--- src/rtl/serial_full_adder_if.sv ---
// Handshake and data bundle for the bit-serial adder.
// The master issues operands and start; the slave returns sum, carry and status.
interface serial_full_adder_if #(
    parameter int unsigned N = 4
);
    logic         start;
    logic [N-1:0] A;
    logic [N-1:0] B;
    logic         C0;
    logic [N-1:0] S;
    logic         C;
    logic         busy;
    logic         done;

    modport master (
        output start, A, B, C0,
        input  S, C, busy, done
    );

    modport slave (
        input  start, A, B, C0,
        output S, C, busy, done
    );
endinterface

--- src/rtl/serial_full_adder.sv ---
// Bit-serial N-bit adder: latches A, B and C0 on an accepted start, then adds them LSB-first
// through one full-adder cell and a carry flop. busy frames the N add cycles; done pulses for
// one cycle when S/C hold the result. S/C stay put until the next operation completes.
module serial_full_adder #(
    parameter int unsigned N = 4
) (
    input logic                clk,
    input logic                rst,
    serial_full_adder_if.slave bus
);

    // Counter spans 0..N so it never wraps inside an operation.
    localparam int unsigned CntW = $clog2(N + 1);

    typedef enum logic [1:0] {
        StIdle,
        StAdd,
        StDone
    } state_e;

    state_e          state_q;
    logic [N-1:0]    a_q;
    logic [N-1:0]    b_q;
    logic            c_q;
    logic [N-1:0]    sum_q;
    logic [CntW-1:0] cnt_q;
    logic [N-1:0]    s_q;
    logic            cout_q;
    logic            busy_q;
    logic            done_q;

    logic            fa_sum;
    logic            fa_carry;
    logic [N-1:0]    sum_shift;
    logic            last_bit;

    // Full-adder cell on the operand LSBs and the carry flop, plus the next sum-register value.
    always_comb begin
        fa_sum         = a_q[0] ^ b_q[0] ^ c_q;
        fa_carry       = (a_q[0] & b_q[0]) | (a_q[0] & c_q) | (b_q[0] & c_q);
        sum_shift      = sum_q >> 1;
        sum_shift[N-1] = fa_sum;
        last_bit       = (cnt_q == CntW'(N - 1));
    end

    // Control FSM with datapath; every output is a flop.
    always_ff @(posedge clk) begin
        if (rst) begin
            state_q <= StIdle;
            a_q     <= '0;
            b_q     <= '0;
            c_q     <= 1'b0;
            sum_q   <= '0;
            cnt_q   <= '0;
            s_q     <= '0;
            cout_q  <= 1'b0;
            busy_q  <= 1'b0;
            done_q  <= 1'b0;
        end else begin
            unique case (state_q)
                StIdle, StDone: begin
                    done_q <= 1'b0;
                    if (bus.start) begin
                        a_q     <= bus.A;
                        b_q     <= bus.B;
                        c_q     <= bus.C0;
                        sum_q   <= '0;
                        cnt_q   <= '0;
                        busy_q  <= 1'b1;
                        state_q <= StAdd;
                    end else begin
                        busy_q  <= 1'b0;
                        state_q <= StIdle;
                    end
                end
                StAdd: begin
                    sum_q <= sum_shift;
                    a_q   <= a_q >> 1;
                    b_q   <= b_q >> 1;
                    c_q   <= fa_carry;
                    cnt_q <= cnt_q + CntW'(1);
                    if (last_bit) begin
                        // Publish the result only here so S/C stay stable between operations.
                        s_q     <= sum_shift;
                        cout_q  <= fa_carry;
                        busy_q  <= 1'b0;
                        done_q  <= 1'b1;
                        state_q <= StDone;
                    end
                end
                default: begin
                    busy_q  <= 1'b0;
                    done_q  <= 1'b0;
                    state_q <= StIdle;
                end
            endcase
        end
    end

    assign bus.S    = s_q;
    assign bus.C    = cout_q;
    assign bus.busy = busy_q;
    assign bus.done = done_q;

endmodule

--- src/flat_wrapper.sv ---
// flat-port wrapper written by rule: the top's interface ports become plain ports
module serial_full_adder_flat 
#(
    parameter int unsigned N = 4
)
  (clk, rst, bus_start, bus_A, bus_B, bus_C0, bus_S, bus_C, bus_busy, bus_done);
  serial_full_adder_if #(.N(N)) bus_i ();
  input logic clk;
  input logic rst;
  input wire logic [$bits(bus_i.start)-1:0] bus_start;
  input wire logic [$bits(bus_i.A)-1:0] bus_A;
  input wire logic [$bits(bus_i.B)-1:0] bus_B;
  input wire logic [$bits(bus_i.C0)-1:0] bus_C0;
  output wire logic [$bits(bus_i.S)-1:0] bus_S;
  output wire logic [$bits(bus_i.C)-1:0] bus_C;
  output wire logic [$bits(bus_i.busy)-1:0] bus_busy;
  output wire logic [$bits(bus_i.done)-1:0] bus_done;
  assign bus_i.start = bus_start;
  assign bus_i.A = bus_A;
  assign bus_i.B = bus_B;
  assign bus_i.C0 = bus_C0;
  assign bus_S = bus_i.S;
  assign bus_C = bus_i.C;
  assign bus_busy = bus_i.busy;
  assign bus_done = bus_i.done;
  serial_full_adder #(.N(N)) u_core (.clk(clk), .rst(rst), .bus(bus_i));
endmodule
--- config.mk ---
export PLATFORM = sky130hd
export DESIGN_NAME = serial_full_adder_flat
export DESIGN_NICKNAME = d
export VERILOG_FILES = /design/src/rtl/serial_full_adder_if.sv /design/src/rtl/serial_full_adder.sv /design/src/flat_wrapper.sv
export SDC_FILE = /design/constraint.sdc
export NUM_CORES = 1
export LEC_CHECK = 0
export ABC_AREA = 1
export CAP_MARGIN = 20
export CELL_PAD_IN_SITES_DETAIL_PLACEMENT = 1
export CELL_PAD_IN_SITES_GLOBAL_PLACEMENT = 1
export CORE_ASPECT_RATIO = 1.75
export CORE_MARGIN = 3
export CORE_UTILIZATION = 30
export DETAILED_ROUTE_END_ITERATION = 10
export PLACE_DENSITY_LB_ADDON = 0.1
export SLEW_MARGIN = 20
export SYNTH_ARGS = -nofsm -noshare
export SYNTH_HDL_FRONTEND = slang
export SYNTH_SLANG_ARGS = --single-unit
export TNS_END_PERCENT = 1
--- constraint.sdc ---
create_clock -name clk -period 1.15 [get_ports clk]
set_clock_uncertainty 0.15 [all_clocks]
set_input_delay 0.1725 -clock clk [delete_from_list [all_inputs] [get_ports clk]]
set_output_delay 0.1725 -clock clk [all_outputs]
set_load 0.05 [all_outputs]
After elaboration in Yosys (flattened, before gate mapping)
Cells that the tools add are included.
- add/subtract/negate cells: 1
- multipliers: 0
- divide/modulo/power cells: 0
- $lt $le $gt $ge: 0
- equal/unequal tests: 5
- shift operators: 0
- muxes and demuxes: 16
- bitwise operators: 8
- reduce and logical (&&, ||, !) cells: 6
- operators with widths (cell ; number):
    $pmux W4 S2 ; 3
    $mux W4 ; 3
    $pmux W3 S2 ; 1
    $mux W1 ; 4
    $pmux W1 S2 ; 2
    $pmux W2 S2 ; 1
    $reduce_and A2 Y1 ; 2
    $reduce_or A2 Y1 ; 2
    $add A3 B1 Y3 const B ; 1
    $and A1 B1 Y1 ; 3
    $eq A3 B2 Y1 const B ; 1
    $mux W3 ; 1
    $eq A2 B1 Y1 const B ; 1
    $eq A2 B2 Y1 const B ; 1
    $logic_not A2 Y1 ; 1
    $mux W2 ; 1
    $ne A2 B1 Y1 const B ; 1
    $ne A2 B2 Y1 const B ; 1
    $or A1 B1 Y1 ; 2
    $reduce_bool A2 Y1 ; 1
    $xor A1 B1 Y1 ; 2
    $not A1 Y1 ; 1
- flip-flop bits (word level): 25
- bits in latches: 0
- memory bits (writable): 0
- bits in read-only memories: 0
- input port bits: 12
- memories: 0

Depth between registers and ports, before layout
Gate-level depths: netlist (run 1).
- depth after elaboration: 4
- depth in mapped cells: 7

Worst setup path before layout (run 1)
No wires, ideal clock.
- path type: register -> register
- from: register u_core.state_q[0]
- to: register u_core.s_q[2], in the netlist u_core.bus.S[2]
- data arrival time: 1.272 ns
- data required time: 0.880 ns
- slack: -0.392 ns
- cell stages (with the launch flop): 6
- cell sequence: dfxtp_1 > inv_2 > nor2_4 > nand2_1 > nand3_1 > o21ai_1
- cells in the longest elaborated chain, start to end: 2
- RTL lines (what ; line ; source):
    start: declaration ; serial_full_adder.sv:21 ; state_e state_q;
    start signal: assignment ; serial_full_adder.sv:49 ; state_q <= StIdle;
    start signal: assignment ; serial_full_adder.sv:70 ; state_q <= StAdd;
    start signal: assignment ; serial_full_adder.sv:73 ; state_q <= StIdle;
    $eq A2 B1 Y1 ; serial_full_adder.sv:60 ; unique case (state_q)
    $reduce_and A2 Y1 (no line) ; - ;
    end signal: assignment ; serial_full_adder.sv:84 ; s_q <= sum_shift;
    end: declaration ; serial_full_adder.sv:27 ; logic [N-1:0] s_q;
Every way passes these cells.
A chain may end at the register's enable or synchronous reset.

Worst setup path in the final report (run 1)
- from: register u_core.a_q[0]
- to: register u_core.s_q[3], in the netlist u_core.bus.S[3]
- cells in the longest elaborated chain, start to end: 2
- RTL lines (what ; line ; source):
    start: declaration ; serial_full_adder.sv:22 ; logic [N-1:0] a_q;
    start signal: assignment ; serial_full_adder.sv:64 ; a_q <= bus.A;
    start signal: assignment ; serial_full_adder.sv:78 ; a_q <= a_q >> 1;
    $xor A1 B1 Y1 (2 in a row) ; serial_full_adder.sv:39 ; fa_sum = a_q[0] ^ b_q[0] ^ c_q;
    net u_core.fa_sum ; serial_full_adder.sv:32 ; logic fa_sum;
The timed path passes the listed nets, and every way through them passes these cells.

==> results of run 1 <==
## cell families (layout without fill, tap and decap cells)
logic type      after synthesis  count (layout)  synth area share, %
simple gates                 74              74                 32.8
flops                        23              23                 46.2
compound gates               16              16                 8.54
fa+ha+maj                     3               3                 4.52
buf+inv                      19              51                 7.91
## flip-flops by register name (all words and copies together), names as in the netlist
name,count
u_core.a_q,4
u_core.b_q,4
u_core.bus.C,1
u_core.bus.S,4
u_core.bus.done,1
u_core.c_q,1
u_core.cnt_q,3
u_core.state_q,2
u_core.sum_q,3
## power breakdown
| group | switching, mW | leakage, nW | internal [mW] |
|---|---|---|---|
| sequential | 0.0315 | 0.191 | 0.851 |
| combinational | 0.228 | 0.416 | 0.221 |
| clock | 0.258 | 0.0228 | 0.248 |
| total | 0.517 | 0.630 | 1.32 |
## per-stage QoR
step / worst slack, ns / utilization, % / total power [mW] / hold WS [ns] / instances
after global routing: -0.246 / 47.2 / 1.94 / 0.316 / 210
after detailed placement: -0.321 / 44.8 / 1.34 / 0.310 / 206
after global placement: -0.283 / 44.8 / 1.32 / 0.303 / 206
after CTS: -0.189 / 47.0 / 1.86 / 0.313 / 210
after floorplan: -0.0919 / - / 1.13 / 0.0916 / 135
final: -0.174 / 47.2 / 1.84 / 0.312 / 210
## critical path, cell delays in order, from the launching register on
cell	delay [ns]
dfxtp_2	0.33
fa_1	0.56
nand3_1	0.09
a21oi_1	0.13
## metal layers
| layer | GRT usage, % | wire, um | vias to the layer above |
|---|---|---|---|
| met5 | 0 | 0 | - |
| met4 | 8.31 | 60 | 0 |
| met3 | 1.26 | 69 | 5 |
| met2 | 27.3 | 1430 | 17 |
| met1 | 14.0 | 983 | 444 |
| li1 | - | - | 493 |
## cell usage in the layout, fill, tap and decap left out
cell / n
dfxtp_1: 17
fa_1: 1
inv_2: 1
ha_2: 1
buf_12: 9
inv_1: 12
nor2_1: 20
nand2_4: 2
dfxtp_2: 5
clkdlybuf4s50_1: 11
nand3_2: 1
buf_6: 1
nand2_2: 1
o21ai_0: 2
clkbuf_8: 3
buf_4: 12
a21oi_1: 5
o21ai_1: 5
nand3_1: 15
o22ai_1: 4
inv_4: 1
nor2_4: 1
nand3b_1: 3
dfxtp_4: 1
nand2_1: 31
clkbuf_1: 1
ha_4: 1
## cell type report
class	instances	area share (%)
tap	43	3.59
inverter	14	3.67
sequential	23	31.4
timing repair buffer	33	26.1
multi-input combinational	93	32.3
clock buffer	4	3.00
## timing repair
action / 4_1_cts / 5_1_grt
gates resized for setup: 7 / 3
pin swaps: 1 / 1
setup endpoints to repair: 23 / 25
## worst paths after layout
check                               startpoint                           end  slack, ns  cells after the start
setup reg to reg    u_core.a_q[0]$_SDFFE_PP0P_  u_core.bus.S[3]$_SDFFE_PP0P_      -0.17                      3
hold reg to reg   u_core.sum_q[1]$_SDFFE_PP0P_  u_core.sum_q[1]$_SDFFE_PP0P_       0.32                      2
hold / removal                        bus_B[3]    u_core.b_q[3]$_SDFFE_PP0P_       0.31                      3
setup / recovery    u_core.a_q[0]$_SDFFE_PP0P_  u_core.bus.S[3]$_SDFFE_PP0P_      -0.17                      3
==> results by group, run 1 <==
Placed design
  – DP Area: 0.00142 mm^2
  – GP Congestion: 0.806
  – PortBufs: 18
  – HPWL after detailed placement: between 1500 and 2000 um

Die
  – Initial Utilization: 31.4%
  – Die W: 49.6 um
  – # IOs: 19
  – Die H: 82.2 um
  – DIE AREA: 0.00407 mm^2
  – Core area: 0.00318 mm^2
  – Row count: 27

Logic synthesis
  – Post-synth ARST share: 0%
  – Commonest cells in the synthesized netlist: nand2_1, dfxtp_1, nor2_1
  – Synth area leader: dfxtp_1
  – EDFF count, synth: 0
  – Post-synthesis sequential area ratio: 46.2%
  – Top cells by area, synth: dfxtp_1, nand2_1, nand3_1
  – Synth Cell Area: around 1000 um^2
  – Synth Area per Inst: 7.38 um^2
  – Register bit total from synthesis: 23
  – Net Count, Synth: 150
  – Primary FF master, synth: dfxtp_1
  – Syn Inst Count: roughly 140
  – Cell variety after synth: 19
  – Most frequent cell after synthesis: nand2_1
  – Post-synth top area share: 46.2%
  – Synth Warn #: 0

Finish
  – Nets: 183
  – Multi-input logic area: 484 um^2
  – Area delta synth->final: 50.6%
  – Ant diodes: 0
  – Layout cells sized above 1: 24.0%
  – Fillers: 408
  – Post-route cell area: 0.00150 mm^2
  – Seq. cell area: 470 um^2

STA
  – Worst rel slew slack: a little under nine tenths
  – Slew Limit Fails: 0
  – Hold Fails Final Rpt: 0
  – Setup ws final: -0.174 ns
  – RSZ-0062 raised after global routing: yes
  – Setup TNS Final: -1.63 ns
  – Slew @ Worst Pin: 0.211 ns
  – Final setup vio count: 20
  – Fmax: 756 MHz
  – Final period util: 115%
  – Final min period: 1.32 ns

Clock network
  – Clk pin slew, worst setup/hold paths: 0.08 ns
  – Hold buffer count at CTS: 0
  – Worst-Skew Late Latency: 0.27 ns
  – Clock tree buffer depth: 2
  – Clk root buf: clkbuf_8
  – TritonCTS buffer count: 3
  – Clock sink count: 23
  – H-Tree Depth: 1
  – TritonCTS clock tree: built
  – Post-CTS setup buffer count: 0

Drt
  – Routed WL per cell: about 12 um
  – Final wirelength: 2550 um
  – Vias: around 960
  – DRT iter0 DRCs: 2
  – Detail Route Antenna Nets: 0
  – Vias per cell: 4.57
  – 1st-pass router iterations: 2
  – DRC viols: 0

GRT
  – Number of global-route vias before repair: 971
  – GRT Util Overall: 13.9%
  – Largest net degree at the start of global routing: 23
  – Antenna violations before repair: 0
  – Remaining Overflow, GRT: 0
  – Global-route wire length before repair: 4310 um

Worst setup path
  – Crit path max fanout: 2
  – CP startpoint kind: flip-flop
  – Critical path type: reg -> reg
  – Worst EP arrival: 1.37 ns
  – Crit. End Element: flip-flop
  – Required time of the critical path: approximately 1.2 ns

Hold path
  – HP Class: in -> reg

Run status
  – Failing checks: negative setup slack
  – Status: complete, but fails checks

Power
  – PwrDens: between 1000 and 1500 mW/mm^2
  – Peak supply drop: between 600 and 700 uV
  – Leak pwr: 0.630 nW

Job
  – Max Cap Viol: 0
Note: power is estimated with default switching activity, not from simulation.
==> run 2: changes to the inputs <==
- CTS_BUF_LIST: not set -> sky130_fd_sc_hd__clkbuf_4 sky130_fd_sc_hd__clkbuf_8
- clock period: 1.15 -> 1.55 ns (I/O delays scaled with it)
==> results by group, run 2 (same netlist as run 1, synthesis figures left out) <==
Run status
  – Status: complete, no violations

Hold path
  – HP Class: reg -> reg
  – Hold depth: 1 (-2)
  – Hold Path Origin: u_core.cnt_q[0]$_SDFFE_PP0P_
  – Hold Crit Endpoint: u_core.cnt_q[0]$_SDFFE_PP0P_

Clock network
  – Clock sink count: 23 (unchanged)
  – Clk root buf: clkbuf_8
  – Clk pin slew, worst setup/hold paths: 0.08 ns (about the same)
  – Worst-Skew Late Latency: 0.26 ns (about the same)
  – Clock tree buffer depth: 2 (unchanged)
  – Hold buffer count at CTS: 0 (unchanged)
  – H-Tree Depth: 1 (unchanged)
  – TritonCTS clock tree: built
  – Post-CTS sizing: 0 (-7)
  – TritonCTS buffer count: 3 (unchanged)
  – Post-CTS setup buffer count: 0 (unchanged)

Worst setup path
  – Crit. End Element: flip-flop
  – FF-to-FF path depth: 5 (+2)
  – Critical path type: reg -> reg
  – Reg2reg end: u_core.bus.S[0]$_SDFFE_PP0P_
  – Crit path max fanout: 6 (+4)
  – Required time of the critical path: 1.60 ns (+0.40 ns)
  – Flop-to-flop setup slack: 0.17 ns (+0.34 ns)
  – Worst Path Buf+Inv: 0 (unchanged)
  – Worst EP arrival: 1.43 ns (+0.06 ns)
  – Top delay family on crit path: adder cells
  – Cell Chain, Critical Path: ha_1 -> ha_1 -> nand2_1 -> nand2_1 -> a21oi_1
  – CP startpoint kind: flip-flop
  – Slowest CP cell: dfxtp_1
  – Worst r2r src: u_core.cnt_q[0]$_SDFFE_PP0P_
  – Crit-path max cell delay: 0.34 ns (-0.22 ns)

STA
  – Final hold slack: 0.326 ns (+0.0138 ns)
  – Worst rel slew slack: 84.5% (-1.4 points)
  – Setup TNS Final: 0 ns (+1.63 ns)
  – Final min period: 1.38 ns (+0.0562 ns)
  – Slew @ Worst Pin: 0.233 ns (+0.0219 ns)
  – Hold Fails Final Rpt: 0 (unchanged)
  – Fmax: 725 MHz (-4.1%)
  – RSZ-0062 raised after global routing: no
  – Slew Limit Fails: 0 (unchanged)
  – Final period util: 89.0% (-26 points)
  – Final setup vio count: 0 (-100%)

Die
  – Row count: 27 (unchanged)
  – Die W: 49.6 um (unchanged)
  – # IOs: 19 (unchanged)
  – Initial Utilization: 31.4% (unchanged)
  – DIE AREA: 0.00407 mm^2 (unchanged)
  – Core area: 0.00318 mm^2 (unchanged)
  – Die H: 82.2 um (unchanged)

Placed design
  – PortBufs: 18 (unchanged)
  – Inst Count DP: 201 (-2.4%)
  – DP Area: 0.00136 mm^2 (-4.3%)
  – GP Congestion: 0.748 (-7.3%)
  – HPWL after detailed placement: 1970 um (-0.41%)

Finish
  – Ant diodes: 0 (unchanged)
  – Commonest non-fill, non-tap cell in the layout: nand2_1
  – Nets: 178 (-2.7%)
  – Multi-input logic area: 457 um^2 (-5.7%)
  – Post-route cell area: 0.00141 mm^2 (-6.2%)
  – Layout cells sized above 1: 16.0% (-7.9 points)
  – Fillers: 420 (+2.9%)
  – Area delta synth->final: 41.3%
  – Most frequent cells in the layout: nand2_1, dfxtp_1, nor2_1
  – Finished Core Util: 44.3% (-2.9 points)
  – Seq. cell area: 460 um^2 (-2.1%)
  – Fin cells: 205 (-2.4%)

Power
  – Clock share of power: 28.3% (+0.8 points)
  – Peak supply drop: 742 uV (+16%)
  – Sw Ratio: 28.2% (about the same)
  – Comb pwr share: 21.6% (-2.8 points)
  – Switch Pwr: 0.368 mW (-29%)
  – Leak pwr: 0.598 nW (-5.0%)
  – PwrDens: 928 mW/mm^2 (-24%)
  – Reg power frac: 50.1% (+2.1 points)
  – P_int: 0.938 mW (-29%)

GRT
  – Number of global-route vias before repair: 1028 (+5.9%)
  – Global-route wire length before repair: 4330 um (+0.32%)
  – Remaining Overflow, GRT: 0 (unchanged)
  – GRT Util Overall: 13.6% (-0.36 points)
  – Largest net degree at the start of global routing: 23 (unchanged)
  – Antenna violations before repair: 0 (unchanged)

Drt
  – Vias: 953 (-0.63%)
  – 1st-pass router iterations: 3 (+1)
  – Detail Route Antenna Nets: 0 (unchanged)
  – Final wirelength: 2400 um (-5.7%)
  – Routed WL per cell: 11.7 um (-3.4%)
  – DRC viols: 0 (unchanged)
  – Vias per cell: 4.65 (+1.8%)
  – DRT iter0 DRCs: 2 (unchanged)

Job
  – Max Cap Viol: 0 (unchanged)
[run 2: cell types whose count changed in the layout (fill, tap and decap cells not counted), sizes merged]
cell and delta:
buf -5, clkbuf -1, clkinv +1
[run 2: routing by layer]
layer / vias up / track usage (%) / routed length, um
met5: - / 0 / 0
met4: 0 / 5.54 / 22
met3: 2 / 1.08 / 63
met2: 14 / 28.0 / 1370
met1: 452 / 13.6 / 946
li1: 485 / - / -
[run 2: per-stage QoR]
step	setup slack [ns]	power, mW
final	0.170	1.31
after CTS	0.144	1.33
after floorplan	0.00771	0.832
after global placement	0.0410	0.944
after global routing	0.0748	1.39
after detailed placement	0.00669	0.957
[run 2: final cells by class]
class / count / area share (%)
clock buffers: 3 / 2.93
well taps: 43 / 3.82
flip-flops and latches: 23 / 32.7
inverters: 14 / 3.73
clock inverters: 1 / 0.356
multi-input cells: 93 / 32.4
repair buffers: 28 / 24.0
[run 2: power by group through the flow]
stage / registers, mW / clock network, mW / logic (mW)
3_5_place_dp: 0.668 / 0 / 0.289
5_1_grt: 0.660 / 0.405 / 0.323
2_1_floorplan: 0.671 / 0 / 0.161
6_report: 0.655 / 0.369 / 0.283
4_1_cts: 0.655 / 0.387 / 0.290
3_3_place_gp: 0.667 / 0 / 0.277
[run 2: worst max-delay path by stage]
stage	startpoint	cells after the start	end
detailed placement	bus_start	6	u_core.c_q$_SDFFE_PP0P_
global placement	bus_start	5	u_core.cnt_q[2]$_SDFFE_PP0P_
finish	u_core.cnt_q[0]$_SDFFE_PP0P_	5	u_core.bus.S[0]$_SDFFE_PP0P_
floorplan	u_core.state_q[0]$_SDFFE_PP0P_	5	u_core.bus.S[2]$_SDFFE_PP0P_
CTS	u_core.cnt_q[0]$_SDFFE_PP0P_	5	u_core.bus.S[3]$_SDFFE_PP0P_
global route	u_core.state_q[0]$_SDFFE_PP0P_	5	u_core.bus.S[2]$_SDFFE_PP0P_
==> run 3: changes to the inputs <==
- CORE_ASPECT_RATIO: 1.75 -> 0.8
==> results by group, run 3 (same netlist as run 1, synthesis figures left out) <==
Run status
  – Status: complete, no violations

Clock network
  – Post-CTS setup buffer count: 0 (unchanged)
  – H-Tree Depth: 1 (unchanged)
  – Clk root buf: clkbuf_8
  – TritonCTS buffer count: 3 (unchanged)
  – Clk pin slew, worst setup/hold paths: 0.09 ns (about the same)
  – Hold buffer count at CTS: 0 (unchanged)
  – Clock tree buffer depth: 2 (unchanged)
  – Post-CTS sizing: 0 (unchanged)
  – Clock sink count: 23 (unchanged)
  – Worst-Skew Late Latency: 0.27 ns (about the same)
  – TritonCTS clock tree: built

STA
  – Final min period: 1.39 ns (+0.00751 ns)
  – Fmax: 721 MHz (-0.54%)
  – Slew @ Worst Pin: 0.254 ns (+0.0210 ns)
  – Final setup vio count: 0 (unchanged)
  – Worst rel slew slack: 83.0% (-1.4 points)
  – Final period util: 89.5% (+0.48 points)
  – Setup ws final: 0.163 ns (-0.00751 ns)
  – RSZ-0062 raised after global routing: no
  – Hold Fails Final Rpt: 0 (unchanged)
  – Slew Limit Fails: 0 (unchanged)

Worst setup path
  – Crit. End Element: flip-flop
  – CP startpoint kind: flip-flop
  – Worst EP arrival: 1.40 ns (-0.03 ns)
  – Crit path max fanout: 10 (+4)
  – Crit-path max cell delay: 0.45 ns (+0.11 ns)
  – Cell Chain, Critical Path: inv_2 -> nor2_4 -> nand2_1 -> nand3_1 -> o21ai_1
  – Required time of the critical path: 1.56 ns (-0.04 ns)
  – Slowest CP cell: dfxtp_1
  – Top delay family on crit path: simple AND/OR/NAND/NOR gates
  – Critical path type: reg -> reg
  – Worst Path Buf+Inv: 1 (+1)

Drt
  – Vias per cell: 4.57 (-1.7%)
  – DRT iter0 DRCs: 47 (+45)
  – Detail Route Antenna Nets: 0 (unchanged)
  – Routed WL per cell: 11.7 um (+0.27%)
  – Metal2 WL: 1060 um (-23%)
  – Vias: 909 (-4.6%)
  – DRC viols: 0 (unchanged)
  – Final wirelength: 2340 um (-2.7%)
  – 1st-pass router iterations: 4 (+1)
  – Met3 wire len: 93 um (+48%)
  – Highest routed metal layer: met4
  – Metal-1 WL: 1170 um (+24%)

Finish
  – Layout cells sized above 1: 14.5% (-1.6 points)
  – Nets: 175 (-1.7%)
  – Most frequent cells in the layout: nand2_1, dfxtp_1, nor2_1
  – Post-route cell area: 0.00139 mm^2 (-0.98%)
  – Fillers: 381 (-9.3%)
  – Fin cells: 199 (-2.9%)
  – Commonest non-fill, non-tap cell in the layout: nand2_1
  – Area delta synth->final: 40.0%
  – Ant diodes: 0 (unchanged)
  – Finished Core Util: 44.5% (+0.20 points)

Die
  – # IOs: 19 (unchanged)
  – Row count: 18 (-33%)
  – Die H: 57.5 um (-30%)
  – DIE AREA: 0.00405 mm^2 (-0.56%)
  – Core area: 0.00313 mm^2 (-1.4%)
  – Die W: 70.4 um (+42%)
  – Initial Utilization: 31.8% (+0.45 points)

Placed design
  – GP Congestion: 0.702 (-6.1%)
  – PortBufs: 18 (unchanged)
  – HPWL after detailed placement: 1810 um (-7.9%)
  – DP Area: 0.00135 mm^2 (-1.0%)
  – Pre-CTS setup slack: -0.0323 ns (-0.0390 ns)
  – Inst Count DP: 195 (-3.0%)

Power
  – Peak supply drop: 561 uV (-24%)
  – PwrDens: 946 mW/mm^2 (+1.9%)
  – Leak pwr: 0.589 nW (-1.6%)
  – Power Total: 1.32 mW (+0.94%)

GRT
  – Largest net degree at the start of global routing: 21 (-8.7%)
  – Number of global-route vias before repair: 893 (-13%)
  – Remaining Overflow, GRT: 0 (unchanged)
  – Antenna violations before repair: 0 (unchanged)
  – Global-route wire length before repair: 4080 um (-5.8%)
  – GRT Util Overall: 12.6% (-0.94 points)

Job
  – Max Cap Viol: 0 (unchanged)

Hold path
  – HP Class: reg -> reg
[run 3: cell types whose count changed in the layout (fill, tap and decap cells not counted)]
| cell | delta |
|---|---|
| buf_12 | +1 |
| buf_4 | -4 |
[run 3: through the flow]
step / hold slack (ns) / setup TNS (ns)
floorplan: 0.152 / 0
global placement: 0.305 / 0
detailed placement: 0.305 / -0.175
CTS: 0.324 / 0
global route: 0.344 / 0
finish: 0.318 / 0
[run 3: final timing paths]
check,from,endpoint,slack (ns),cells past startpoint
max reg2reg,u_core.state_q[0]$_SDFFE_PP0P_,u_core.bus.S[2]$_SDFFE_PP0P_,0.16,5
min reg2reg,u_core.cnt_q[0]$_SDFFE_PP0P_,u_core.cnt_q[0]$_SDFFE_PP0P_,0.32,1
max,u_core.state_q[0]$_SDFFE_PP0P_,u_core.bus.S[2]$_SDFFE_PP0P_,0.16,5
min,u_core.cnt_q[0]$_SDFFE_PP0P_,u_core.cnt_q[0]$_SDFFE_PP0P_,0.32,1
[run 3: final cells by class]
class / instances / area, um^2 / area share [%]
inverters: 14 / 52.6 / 3.77
flip-flops and latches: 23 / 460 / 33.0
multi-input cells: 93 / 457 / 32.8
clock inverters: 1 / 5.00 / 0.359
well taps: 40 / 50.0 / 3.59
repair buffers: 25 / 328 / 23.5
clock buffers: 3 / 41.3 / 2.96
[run 3: power by group]
| part | switching, mW | internal (mW) |
|---|---|---|
| Combinational | 0.152 | 0.127 |
| Sequential | 0.0238 | 0.630 |
| Clock | 0.206 | 0.180 |
| Total | 0.382 | 0.936 |
[run 3: worst reg2reg max path: cells and delay by family, from the launching register on]
kind	cells	cell delay (ns)
buffers and inverters	1	0.11
AOI/OAI and AO/OA	1	0.06
and+or+nand+nor	3	0.51
DFF	1	0.45
[run 3: routing by layer]
layer | vias up | track usage [%]
li1 | 481 | -
met1 | 412 | 16.5
met2 | 13 | 19.9
met3 | 3 | 4.58
met4 | 0 | 3.28
met5 | - | 0
